===== src/rtl/i281_pkg.sv =====
// Shared i281 definitions: BIOS image geometry and the boot loader state encoding.
package i281_pkg;
  localparam int BIOS_WORDS      = 32;
  localparam int BIOS_BANK_WORDS = 16;

  typedef enum logic [1:0] {
    ST_BOOT = 2'd0,
    ST_LOAD = 2'd1,
    ST_RUN  = 2'd2,
    ST_USER = 2'd3
  } state_t;
endpackage


===== src/rtl/code_mem_boot_loader_if.sv =====
// Signal bundle between the code memory boot loader and its surroundings.
// Names carry the direction as seen from the loader (master modport).
interface code_mem_boot_loader_if #(
  parameter int DATA_W = 16,
  parameter int ADDR_W = 5
);
  logic              i_reload;
  logic [ADDR_W-1:0] o_bios_addr;
  logic [DATA_W-1:0] i_bios_word;
  // User write handshake: i_user_wr_req is the valid and stays high with stable
  // addr/data until o_user_wr_gnt pulses; the grant cycle is the write cycle itself.
  logic              i_user_wr_req;
  logic [ADDR_W-1:0] i_user_addr;
  logic [DATA_W-1:0] i_user_data;
  logic              o_user_wr_gnt;
  logic              o_mem_we;
  logic [ADDR_W-1:0] o_mem_addr;
  logic [DATA_W-1:0] o_mem_data;
  logic              o_cpu_hold;
  logic              o_busy;
  logic              o_done;

  modport master (
    input  i_reload, i_bios_word, i_user_wr_req, i_user_addr, i_user_data,
    output o_bios_addr, o_user_wr_gnt, o_mem_we, o_mem_addr, o_mem_data,
           o_cpu_hold, o_busy, o_done
  );

  modport slave (
    output i_reload, i_bios_word, i_user_wr_req, i_user_addr, i_user_data,
    input  o_bios_addr, o_user_wr_gnt, o_mem_we, o_mem_addr, o_mem_data,
           o_cpu_hold, o_busy, o_done
  );
endinterface


===== src/rtl/code_mem_boot_loader.sv =====
// Copies the BIOS image into code memory after reset, then arbitrates the code
// memory write port between BIOS reloads and single-word user writes.
module code_mem_boot_loader
  import i281_pkg::*;
#(
  parameter int WORDS  = BIOS_WORDS,
  parameter int DATA_W = 16,
  parameter int ADDR_W = 5
) (
  input  logic                   i_clk,
  input  logic                   i_rst,
  code_mem_boot_loader_if.master bus,
  output state_t                 o_state
);
  localparam logic [ADDR_W-1:0] LAST = ADDR_W'(WORDS - 1);

  state_t            r_state;
  logic [ADDR_W-1:0] r_cnt;
  logic [ADDR_W-1:0] r_user_addr;
  logic [DATA_W-1:0] r_user_data;

  always_ff @(posedge i_clk or posedge i_rst) begin
    if (i_rst) begin
      r_state     <= ST_BOOT;
      r_cnt       <= '0;
      r_user_addr <= '0;
      r_user_data <= '0;
    end else begin
      case (r_state)
        ST_BOOT: r_state <= ST_LOAD;
        ST_LOAD: begin
          // A reload mid-copy restarts from word 0; the current write still lands.
          if (bus.i_reload) begin
            r_cnt <= '0;
          end else if (r_cnt == LAST) begin
            r_cnt   <= '0;
            r_state <= ST_RUN;
          end else begin
            r_cnt <= r_cnt + 1'b1;
          end
        end
        ST_RUN: begin
          if (bus.i_reload) begin
            r_cnt   <= '0;
            r_state <= ST_BOOT;
          end else if (bus.i_user_wr_req) begin
            r_user_addr <= bus.i_user_addr;
            r_user_data <= bus.i_user_data;
            r_state     <= ST_USER;
          end
        end
        ST_USER: r_state <= ST_RUN;
        default: r_state <= ST_BOOT;
      endcase
    end
  end

  logic w_load;
  logic w_user;
  assign w_load = (r_state == ST_LOAD);
  assign w_user = (r_state == ST_USER);

  always_comb begin
    bus.o_mem_addr = '0;
    bus.o_mem_data = '0;
    if (w_load) begin
      bus.o_mem_addr = r_cnt;
      bus.o_mem_data = bus.i_bios_word;
    end else if (w_user) begin
      bus.o_mem_addr = r_user_addr;
      bus.o_mem_data = r_user_data;
    end
  end

  assign bus.o_mem_we      = w_load | w_user;
  assign bus.o_user_wr_gnt = w_user;
  assign bus.o_done        = w_load & ~bus.i_reload & (r_cnt == LAST);
  assign bus.o_cpu_hold    = (r_state != ST_RUN);
  assign bus.o_busy        = (r_state == ST_BOOT) | w_load;
  assign bus.o_bios_addr   = r_cnt;
  assign o_state           = r_state;
endmodule


===== src/flat_wrapper.sv =====
// flat-port wrapper written by rule: the top's interface ports become plain ports
module code_mem_boot_loader_flat import i281_pkg::*;
#(
  parameter int WORDS  = BIOS_WORDS,
  parameter int DATA_W = 16,
  parameter int ADDR_W = 5
)
  (i_clk, i_rst, o_state, bus_i_reload, bus_i_bios_word, bus_i_user_wr_req, bus_i_user_addr, bus_i_user_data, bus_o_bios_addr, bus_o_user_wr_gnt, bus_o_mem_we, bus_o_mem_addr, bus_o_mem_data, bus_o_cpu_hold, bus_o_busy, bus_o_done);
  code_mem_boot_loader_if #(.DATA_W(DATA_W), .ADDR_W(ADDR_W)) bus_i ();
  input  logic i_clk;
  input  logic i_rst;
  output state_t o_state;
  input wire logic [$bits(bus_i.i_reload)-1:0] bus_i_reload;
  input wire logic [$bits(bus_i.i_bios_word)-1:0] bus_i_bios_word;
  input wire logic [$bits(bus_i.i_user_wr_req)-1:0] bus_i_user_wr_req;
  input wire logic [$bits(bus_i.i_user_addr)-1:0] bus_i_user_addr;
  input wire logic [$bits(bus_i.i_user_data)-1:0] bus_i_user_data;
  output wire logic [$bits(bus_i.o_bios_addr)-1:0] bus_o_bios_addr;
  output wire logic [$bits(bus_i.o_user_wr_gnt)-1:0] bus_o_user_wr_gnt;
  output wire logic [$bits(bus_i.o_mem_we)-1:0] bus_o_mem_we;
  output wire logic [$bits(bus_i.o_mem_addr)-1:0] bus_o_mem_addr;
  output wire logic [$bits(bus_i.o_mem_data)-1:0] bus_o_mem_data;
  output wire logic [$bits(bus_i.o_cpu_hold)-1:0] bus_o_cpu_hold;
  output wire logic [$bits(bus_i.o_busy)-1:0] bus_o_busy;
  output wire logic [$bits(bus_i.o_done)-1:0] bus_o_done;
  assign bus_i.i_reload = bus_i_reload;
  assign bus_i.i_bios_word = bus_i_bios_word;
  assign bus_i.i_user_wr_req = bus_i_user_wr_req;
  assign bus_i.i_user_addr = bus_i_user_addr;
  assign bus_i.i_user_data = bus_i_user_data;
  assign bus_o_bios_addr = bus_i.o_bios_addr;
  assign bus_o_user_wr_gnt = bus_i.o_user_wr_gnt;
  assign bus_o_mem_we = bus_i.o_mem_we;
  assign bus_o_mem_addr = bus_i.o_mem_addr;
  assign bus_o_mem_data = bus_i.o_mem_data;
  assign bus_o_cpu_hold = bus_i.o_cpu_hold;
  assign bus_o_busy = bus_i.o_busy;
  assign bus_o_done = bus_i.o_done;
  code_mem_boot_loader #(.WORDS(WORDS), .DATA_W(DATA_W), .ADDR_W(ADDR_W)) u_core (.i_clk(i_clk), .i_rst(i_rst), .bus(bus_i), .o_state(o_state));
endmodule

===== config.mk =====
export PLATFORM = sky130hd
export DESIGN_NAME = code_mem_boot_loader_flat
export DESIGN_NICKNAME = d
export VERILOG_FILES = /design/src/rtl/i281_pkg.sv /design/src/rtl/code_mem_boot_loader_if.sv /design/src/rtl/code_mem_boot_loader.sv /design/src/flat_wrapper.sv
export SDC_FILE = /design/constraint.sdc
export NUM_CORES = 1
export LEC_CHECK = 0
export ABC_CLOCK_PERIOD_IN_PS = 2950
export CAP_MARGIN = 30
export CORE_MARGIN = 8
export CORE_UTILIZATION = 44
export CTS_CLUSTER_DIAMETER = 80
export DETAILED_ROUTE_END_ITERATION = 16
export GPL_TIMING_DRIVEN = 0
export HOLD_SLACK_MARGIN = 0.02
export PLACE_DENSITY = 0.85
export SETUP_SLACK_MARGIN = 0.3
export SLEW_MARGIN = 10
export SYNTH_ARGS = -nofsm -noshare
export SYNTH_HDL_FRONTEND = slang
export SYNTH_SLANG_ARGS = --single-unit

===== constraint.sdc =====
create_clock -name i_clk -period 2.95 [get_ports i_clk]
set_clock_uncertainty 0.15 [all_clocks]
set_input_delay 0.59 -clock i_clk [delete_from_list [all_inputs] [get_ports i_clk]]
set_output_delay 0.59 -clock i_clk [all_outputs]
set_load 0.005 [all_outputs]

-- Word level (Yosys, flattened, before mapping)
Cells that the tools add are included.
- multiplexer cells: 13
- bitwise gates (word level): 5
- reduce and logical (&&, ||, !) cells: 5
- add/sub/neg operators: 1
- equality and inequality tests: 9
- operators by type and width (cell ; count):
    16-bit 2-to-1 mux ; 2
    5-bit 2-to-1 mux ; 5
    5-bit one-hot mux with 2 select lines ; 1
    2-bit 2-to-1 mux ; 4
    2-bit inequality test, second input constant ; 4
    2-bit one-hot mux with 4 select lines ; 1
    3-bit AND reduction ; 2
    5-bit by 1-bit adder with 5-bit output, second input constant ; 1
    5-bit == test, second input constant ; 1
    2-bit == test, second input constant ; 2
    3-bit inequality test, second input constant ; 1
    1-bit bitwise AND ; 2
    2-bit by 1-bit == test with 1-bit output, second input constant ; 1
    2-bit zero test ; 1
    1-bit OR ; 2
    2-bit AND reduction ; 1
    2-bit nonzero test ; 1
    1-bit NOT ; 1
- input bits: 41
- flip-flop bits (word level): 28
- logic and storage cells: 37
- output and inout port bits: 33

-- Depth between registers and ports, before layout
Gate-level depths: netlist of the first run.
- depth in word-level cells: 4
- depth in mapped cells: 6
- depth with buffers taken out: 6

-- Worst setup path before layout of the first run
OpenSTA, ideal clock, no wires.
- kind: register to output
- start point: reg u_core.r_cnt[0] (netlist: u_core.bus.o_bios_addr[0])
- end point: out bus_o_done
- data required time: 2210 ps
- path slack: 869 ps
- arrival time: 1341 ps
- buffers on the path: 0
- stages on the path, launching flop included: 6
- cells stage by stage: dfrtp_1 > ha_1 > and3_1 > ha_1 > nor2b_1 > and3_1
- cells in the longest elaborated chain, start to end: 2
- RTL lines (element ; line ; RTL):
    start: declaration ; code_mem_boot_loader.sv:18 ; logic [ADDR_W-1:0] r_cnt;
    start signal: assignment ; code_mem_boot_loader.sv:39 ; r_cnt <= r_cnt + 1'b1;
    5-bit == test ; code_mem_boot_loader.sv:77 ; assign bus.o_done = w_load & ~bus.i_reload & (r_cnt == LAST);
    1-bit bitwise AND ; code_mem_boot_loader.sv:77 ;
    end: declaration ; flat_wrapper.sv:25 ; output wire logic [$bits(bus_i.o_done)-1:0] bus_o_done;
No other way between the ends.

-- Worst setup path after layout of the first run
Same ends and word-level chain as after synthesis.

==> results of run 1 <==
[layout make-up]
| type | instances | area (µm²) |
|---|---|---|
| plain buffers | 11 | 85.1 |
| clock buffers | 4 | 36.3 |
| fillers | 264 | 1050 |
| inverters | 2 | 7.51 |
| multi-input cells | 98 | 853 |
| flip-flops and latches | 28 | 703 |
| well taps | 48 | 60.1 |
| repair buffers | 75 | 787 |
[synth_stat cells, drive strengths merged]
| master | count |
|---|---|
| nor3 | 1 |
| or3 | 1 |
| mux2 | 21 |
| a22o | 4 |
| nand2 | 4 |
| nand3 | 2 |
| nand3b | 1 |
| and3 | 2 |
| a21boi | 1 |
| mux2i | 22 |
| ha | 2 |
| buf | 6 |
| a22oi | 1 |
| and2 | 1 |
| o31ai | 1 |
| clkbuf | 5 |
| dfrtp | 28 |
| nand2b | 2 |
| a21oi | 1 |
| nor2 | 3 |
| inv | 2 |
| o211ai | 1 |
| a21o | 1 |
| o21ai | 4 |
| nor2b | 22 |
[critical path, cell delays in order (launching register included)]
cell,delay (ns)
dfrtp_2,0.46
ha_4,0.17
and3_4,0.18
ha_4,0.16
nor2b_1,0.13
and3_1,0.18
dlygate4sd2_1,0.26
[layer usage]
layer	vias up	track usage	part of all wire
met5	-	0	0
met4	0	0.0442	0.0091
met3	4	0.0401	0.053
met2	49	0.261	0.50
met1	673	0.193	0.44
li1	638	-	-
[cells in the final DEF, fill, tap and decap left out, types with 4 or more instances in the layout]
cell type	count
o21ai_0	4
clkdlybuf4s50_1	61
a22o_1	4
mux2i_1	22
nand2_1	4
nor2b_1	22
dfrtp_1	26
mux2_2	21
buf_6	5
dlymetal6s2s_1	10
[kinds of logic after synthesis]
group           share of synthesized area
buf+inv                            0.0469
compound gates                     0.0642
mux                                 0.286
flops                               0.438
fa+ha+maj                          0.0156
simple gates                        0.149
[registers in the layout, summed over array words and instances, names as in the netlist]
register,cells
u_core.bus.o_bios_addr,5
u_core.r_user_data,16
u_core.o_state,2
u_core.r_user_addr,5
[worst max-delay path by stage]
stage            endpoint                 startpoint  slack, ns  cells past startpoint
2_1_floorplan  bus_o_done  u_core.bus.o_bios_addr[0]       0.87                      5
3_3_place_gp   bus_o_done  u_core.bus.o_bios_addr[0]       0.36                      6
3_5_place_dp   bus_o_done  u_core.bus.o_bios_addr[1]       0.34                      6
4_1_cts        bus_o_done  u_core.bus.o_bios_addr[0]       0.26                      6
5_1_grt        bus_o_done  u_core.bus.o_bios_addr[1]       0.27                      6
6_report       bus_o_done  u_core.bus.o_bios_addr[0]       0.34                      6
[power groups by stage]
stage	Combinational (mW)	Clock [mW]	Sequential [mW]
finish	1.18	0.189	0.660
global route	1.27	0.212	0.682
CTS	1.19	0.195	0.654
detailed placement	1.16	0	0.673
global placement	1.12	0	0.661
floorplan	0.609	0	0.643
[timing repair]
item / 4_1_cts / 5_1_grt
endpoints found under the setup margin: 22 / 22
hold buffers: 0 / 0
pin swaps: 0 / 0
resized for setup: 8 / 21
setup buffers: 2 / 0
==> flow_summary.json, run 1 <==
{
  "p_seq_frac": 0.325,
  "cellLeakagePower_nw": 1.19,
  "dr.pass1.iters": 4,
  "hold_path_class": "reg -> reg",
  "r2r-end": "u_core.bus.o_bios_addr[3]",
  "wire_per_inst_um": 17.4,
  "period_minus_slack_ns": 2.61,
  "fin_util": 0.708,
  "holdPathEnd": "u_core.r_user_addr[4]",
  "syn_to_final_growth_pct": 58.4,
  "dp.cells": 260,
  "cts_buffers": 3,
  "p_int_mw": 1.36,
  "die_w_um": 76.3,
  "clkTransAtPathRegs_ns": 0.16,
  "root_buffer": "clkbuf_4",
  "cts_tree": "built",
  "boundaryPins": 74,
  "dp_hpwl_um": 3500,
  "die_area_um2": 5820,
  "worst_slack_ns": 0.344,
  "yosys_warnings": 0,
  "ant_nets": 0,
  "r2r_cells": 6,
  "drv_cap": 0,
  "startpoint_type": "flop",
  "first_global_vias": 1479,
  "antenna_found_initial": 0,
  "r2r_slack_ns": 1.04,
  "fin_total_pwr_mw": 2.03,
  "yosysUniqueCellTypes": 28,
  "fin_cells": 266,
  "cts.sink_count": 28,
  "initial_core_util": 0.447,
  "syn_area_per_cell_um2": 11.5,
  "outcome": "complete, no violations",
  "diodes": 0,
  "clockPowerShare": 0.093,
  "wl_um": 4620,
  "finalMaxSlewViolations": 0,
  "sw_frac_of_total": 0.332,
  "vias": 1364,
  "crit-reg2reg-launch": "u_core.bus.o_bios_addr[0]",
  "worst-setup-path-type": "reg -> out",
  "p_per_area_nw_per_um2": 801,
  "remaining_drc_errors": 0,
  "synthTopCellsByArea": "dfrtp_1 44%, mux2_2 15%, mux2i_1 14%",
  "setup_viol": 0,
  "grt_max_degree": 18,
  "final_cell_area_um2": 2530,
  "end_kind": "output port",
  "rows": 22,
  "power_frac_comb": 0.581,
  "hold_ws_ns": 0.376,
  "worstPathArrival_ns": 1.87,
  "grt_setup_unrepaired": "true",
  "insertion_delay_ns": 0.32,
  "gr-total-overflow": 0,
  "via_per_inst": 5.13,
  "core_area_um2": 3580,
  "place_area_um2": 2410,
  "slew_headroom": 0.636,
  "p_sw_uw": 672,
  "h-tree-depth": 1,
  "post-place-ws_ns": 0.335,
  "globalplace.congestion": 0.773,
  "drt_iter0_drc": 22,
  "fp.dieH_um": 76.3,
  "finalCritPeriodShare": 0.883,
  "tightest_slew_ns": 0.546,
  "crit_required_ns": 2.21,
  "seq_area_frac_synth": 0.438,
  "io_buffers": 72,
  "fin_tns_setup_ns": 0,
  "netlist_instances": 139,
  "layout.nets": 262,
  "ys_ff_latch": 28,
  "netlist_area_um2": 1600,
  "max_freq_ghz": 0.384,
  "synth_top_area_frac": 0.438,
  "crit_path_max_fanout": 4,
  "grt_pass1_wl_um": 7550,
  "grt_usage": 0.156,
  "hold_viol": 0,
  "drive_gt1_frac": 0.216,
  "hold_depth": 1,
  "irDropWorstVdd_uv": 383,
  "hp-start": "u_core.r_user_addr[4]",
  "yosysTopAreaCell": "dfrtp_1",
  "syn-num-nets": 182,
  "clk_path_buf_depth": 2
}
(Power assumes the default switching activity.)
==> inputs of run 2 (changes only) <==
- PLACE_DENSITY: 0.85 -> 0.83
- SLEW_MARGIN: 10 -> 20
==> run 2 against run 1 <==
Final cell count down 0.38%. Combinational power is essentially flat. Die area did not move. Sequential cell count unchanged. Final area is 1.9% lower. Maximum frequency decreased by 1.5%. Power fell by 3.2%. Critical path type unchanged. Sequential power fell by 0.8%. Largest power group unchanged.
==> flow_summary.json, run 2 (synthesis results as in run 1) <==
{
  "slew_headroom": 0.520,
  "outcome": "complete, no violations",
  "worst-setup-path-type": "reg -> out",
  "layout.nets": 262,
  "root_buffer": "clkbuf_4",
  "worst_slack_ns": 0.304,
  "period_minus_slack_ns": 2.65,
  "irDropWorstVdd_uv": 443,
  "post-place-ws_ns": 0.332,
  "via_per_inst": 5.02,
  "initial_core_util": 0.447,
  "fillerInstances": 291,
  "ant_nets": 0,
  "p_per_area_nw_per_um2": 790,
  "fin_total_pwr_mw": 1.96,
  "vias": 1329,
  "max_freq_ghz": 0.378,
  "dp.cells": 260,
  "end_kind": "output port",
  "diodes": 0,
  "wire_per_inst_um": 16.7,
  "cts.sink_count": 28,
  "worstPathArrival_ns": 1.91,
  "gr-total-overflow": 0,
  "clkTransAtPathRegs_ns": 0.14,
  "syn_to_final_growth_pct": 55.4,
  "finalMaxSlewViolations": 0,
  "multiInputGateArea_um2": 828,
  "h-tree-depth": 1,
  "drv_cap": 0,
  "startpoint_type": "flop",
  "largest_register_ffs": 16,
  "crit_path_max_fanout": 4,
  "crit_required_ns": 2.21,
  "insertion_delay_ns": 0.32,
  "dr.pass1.iters": 4,
  "crit-reg2reg-launch": "u_core.bus.o_bios_addr[0]",
  "setup_viol": 0,
  "drive_gt1_frac": 0.207,
  "crit_path_start": "u_core.bus.o_bios_addr[0]",
  "hold_ws_ns": 0.375,
  "finalCritPeriodShare": 0.897,
  "fin_tns_setup_ns": 0,
  "die_w_um": 76.3,
  "io_buffers": 72,
  "final_cell_area_um2": 2480,
  "remaining_drc_errors": 0,
  "antenna_found_initial": 0,
  "cts_tree": "built",
  "mostFrequentLayoutCells": "58 x clkdlybuf4s50_1, 26 x dfrtp_1, 22 x nor2b_1, 22 x mux2i_1, 21 x mux2_2",
  "hold_viol": 0,
  "wl_um": 4440,
  "cellLeakagePower_nw": 1.21,
  "boundaryPins": 74,
  "dp_hpwl_um": 3480,
  "hold_path_class": "reg -> reg",
  "drt_iter0_drc": 18,
  "grt_pass1_wl_um": 7220,
  "fin_util": 0.694,
  "grt_max_degree": 18,
  "fin_cells": 265,
  "place_area_um2": 2390,
  "fp.dieH_um": 76.3,
  "core_area_um2": 3580,
  "grt_setup_unrepaired": "true",
  "register_area_um2": 703,
  "hp-start": "u_core.r_user_data[11]",
  "cts_buffers": 3,
  "grt_usage": 0.150,
  "first_global_vias": 1423,
  "clk_path_buf_depth": 2,
  "final_common_cell": "clkdlybuf4s50_1",
  "top_register": "u_core.r_user_data",
  "die_area_um2": 5820,
  "globalplace.congestion": 0.821,
  "tightest_slew_ns": 0.719,
  "rows": 22
}
-- run 2: changes by cell type in the layout (fill, tap and decap cells not counted) --
cell / before / now
and3_4: 1 / 0
ha_2: 0 / 2
dlymetal6s2s_1: 10 / 12
buf_16: 1 / 0
dlygate4sd2_1: 1 / 2
clkdlybuf4s50_1: 61 / 58
and3_1: 1 / 2
clkbuf_8: 1 / 0
ha_4: 2 / 0
buf_8: 0 / 1
-- run 2: final cells by class --
type | count | share of cell area
multi-input cells | 98 | 0.333
repair buffers | 75 | 0.313
flip-flops and latches | 28 | 0.283
plain buffers | 11 | 0.0342
well taps | 48 | 0.0242
clock buffers | 3 | 0.00906
inverters | 2 | 0.00302
-- run 2: worst max-delay path, stage by stage, from the launching register on --
cell and delay [ns]:
dfrtp_2 0.44, ha_2 0.20, and3_1 0.18, ha_2 0.19, nor2b_1 0.14, and3_1 0.18, dlygate4sd2_1 0.26
-- run 2: worst paths after layout --
path | to | slack, ns | cells past startpoint
min | u_core.r_user_data[11] | 0.38 | 1
min in group asynchronous | u_core.r_user_addr[0] | 0.51 | 2
max reg2reg | u_core.bus.o_bios_addr[3] | 1.01 | 6
max | bus_o_done | 0.30 | 6
min reg2reg | u_core.r_user_data[11] | 0.38 | 1
max in group asynchronous | u_core.r_user_data[6] | 1.61 | 3
-- run 2: where the power goes --
part / leakage [nW] / internal, mW / total, mW / switching (mW)
clock: 0.0138 / 0.0479 / 0.155 / 0.107
combinational: 0.851 / 0.715 / 1.15 / 0.438
sequential: 0.346 / 0.552 / 0.655 / 0.103
-- run 2: metal layers --
layer,vias up,share of wire,track usage
li1,647,-,-
met1,628,0.42,0.174
met2,50,0.50,0.254
met3,4,0.080,0.0531
met4,0,0.0077,0.0365
met5,-,0,0
-- run 2: what timing repair did --
item / CTS / global route
endpoints found under the hold margin: 0 / 0
endpoints found under the setup margin: 23 / 19
gates resized for setup: 9 / 20
hold buffers: 0 / 0
buffers inserted: 2 / 0
==> inputs of run 3 (changes only) <==
- ABC_CLOCK_PERIOD_IN_PS: 2950 -> 2600
- CORE_UTILIZATION: 44 -> 41
- PLACE_DENSITY: 0.83 -> 0.78
- clock period: 2.95 -> 2.6 ns (I/O delays scaled with it)
==> run 3 against run 2 <==
Non-clock buffer count rose by 3. Clock power rose by 130%. Final cell count rose by 1.5%.
==> flow_summary.json, run 3 (synthesis results as in run 1) <==
{
  "outcome": "complete, no violations",
  "critPathCapture": "bus_o_done",
  "end_kind": "output port",
  "io_buffers": 72,
  "die_w_um": 78.5,
  "initial_core_util": 0.430,
  "path_depth": 6,
  "sw_frac_of_total": 0.330,
  "antenna_found_initial": 0,
  "root_buffer": "clkbuf_8",
  "globalplace.congestion": 0.756,
  "irDropWorstVdd_uv": 540,
  "p_per_area_nw_per_um2": 938,
  "finalMaxSlewViolations": 0,
  "worstPathArrival_ns": 1.66,
  "r2r_slack_ns": 0.71,
  "cp_top_family": "simple AND/OR/NAND/NOR gates",
  "fin_tns_setup_ns": 0,
  "grt_pass1_wl_um": 7480,
  "fp.dieH_um": 78.5,
  "crit_path_start": "u_core.bus.o_bios_addr[0]",
  "vias": 1357,
  "r2r_cells": 6,
  "p_int_mw": 1.61,
  "multiInputGateArea_um2": 861,
  "crit_path_max_fanout": 4,
  "register_area_um2": 704,
  "clkTransAtPathRegs_ns": 0.11,
  "grt_usage": 0.149,
  "syn_to_final_growth_pct": 59.9,
  "cellLeakagePower_nw": 1.16,
  "crit_path_max_incr_delay_ns": 0.44,
  "dr.pass1.iters": 4,
  "remaining_drc_errors": 0,
  "worst-setup-path-type": "reg -> out",
  "p_seq_frac": 0.317,
  "gr-total-overflow": 0,
  "top_register": "u_core.r_user_data",
  "clockPowerShare": 0.146,
  "fillerInstances": 283,
  "grt_setup_unrepaired": "true",
  "tightest_slew_ns": 0.510,
  "max_freq_ghz": 0.430,
  "cp_slowest_cell": "dfrtp_2",
  "drv_cap": 0,
  "wl_um": 4710,
  "diodes": 0,
  "path_buf_inv": 1,
  "hp-start": "u_core.r_user_data[12]",
  "rows": 22,
  "period_minus_slack_ns": 2.33,
  "h-tree-depth": 1,
  "via_per_inst": 5.04,
  "boundaryPins": 74,
  "wire_per_inst_um": 17.5,
  "dp_hpwl_um": 3560,
  "power_frac_comb": 0.537,
  "final_common_cell": "clkdlybuf4s50_1",
  "hold_path_class": "reg -> reg",
  "hold_viol": 0,
  "crit-reg2reg-launch": "u_core.bus.o_bios_addr[0]",
  "largest_register_ffs": 16,
  "drt_iter0_drc": 47,
  "core_area_um2": 3720,
  "cts_tree": "built",
  "crit_top_cell": "ha_4",
  "crit_path_cell_trace": "ha_4 > and3_4 > ha_4 > nor2b_4 > and3_1 > buf_2",
  "mostFrequentLayoutCells": "49 x clkdlybuf4s50_1, 25 x dfrtp_1, 22 x mux2i_1",
  "drive_gt1_frac": 0.240,
  "insertion_delay_ns": 0.28,
  "clk_path_buf_depth": 2,
  "setup_viol": 0,
  "finalCritPeriodShare": 0.895,
  "cts.sink_count": 28,
  "startpoint_type": "flop",
  "crit_required_ns": 1.93,
  "die_area_um2": 6150,
  "fin_util": 0.688,
  "cts_buffers": 3,
  "first_global_vias": 1451,
  "layout.nets": 265,
  "p_sw_uw": 791,
  "slew_headroom": 0.659,
  "grt_max_degree": 19,
  "r2r-end": "u_core.bus.o_bios_addr[3]",
  "ant_nets": 0
}
[run 3: routing by layer]
layer	wire length (µm)	track usage
met1	2040	0.180
met2	2160	0.238
met3	476	0.0649
met4	31	0.0333
met5	0	0
[run 3: worst register-to-register path, delay by kind of cell, from the launching register on]
kind / cells / cell delay [ns]
AND/OR/NAND/NOR: 2 / 0.53
flip-flops: 1 / 0.44
AO/OA/AOI/OAI: 2 / 0.38
adder cells (fa/ha/maj): 2 / 0.33
[run 3: timing repair]
action / in CTS / in global routing
resized for setup: 37 / 10
hold endpoints to repair: 0 / 0
hold buffers: 0 / 0
endpoints found under the setup margin: 24 / 2
setup buffers: 3 / 2
pin swaps: 0 / 2
[run 3: metrics by stage]
stage                     setup WS (ns)  std cells  hold WS (ns)  instance area (µm²)  total power [mW]
after floorplan                   0.589        139         0.330                 1600              1.42
after global placement           0.0985        259         0.341                 2380              2.02
after detailed placement         0.0423        260         0.346                 2410              2.08
after CTS                        0.0878        267         0.371                 2510              2.40
after global routing              0.228        269         0.387                 2560              2.56
final                             0.272        269         0.371                 2560              2.40
[run 3: cell type report]
type / count / share of cell area
plain buffers: 11 / 0.0377
clock inverters: 1 / 0.0117
repair buffers: 78 / 0.296
flip-flops and latches: 28 / 0.275
inverters: 2 / 0.00294
clock buffers: 3 / 0.0161
well taps: 48 / 0.0235
multi-input cells: 98 / 0.337
[run 3: power by group through the flow]
stage                     Combinational (mW)  Clock (mW)  Sequential, mW
after floorplan                        0.691           0           0.729
after global placement                  1.26           0           0.760
after detailed placement                1.31           0           0.773
after CTS                               1.29       0.356           0.753
after global routing                    1.40       0.371           0.786
final                                   1.29       0.349           0.761
[run 3: how the worst min path moves through the flow]
| stage | endpoint | cells after the start | slack, ns |
|---|---|---|---|
| finish | u_core.r_user_data[12] | 1 | 0.37 |
| detailed placement | u_core.r_user_data[8] | 1 | 0.35 |
| global route | u_core.r_user_data[12] | 1 | 0.39 |
| global placement | u_core.r_user_data[14] | 1 | 0.34 |
| CTS | u_core.r_user_data[8] | 1 | 0.37 |
| floorplan | u_core.r_user_addr[0] | 1 | 0.33 |
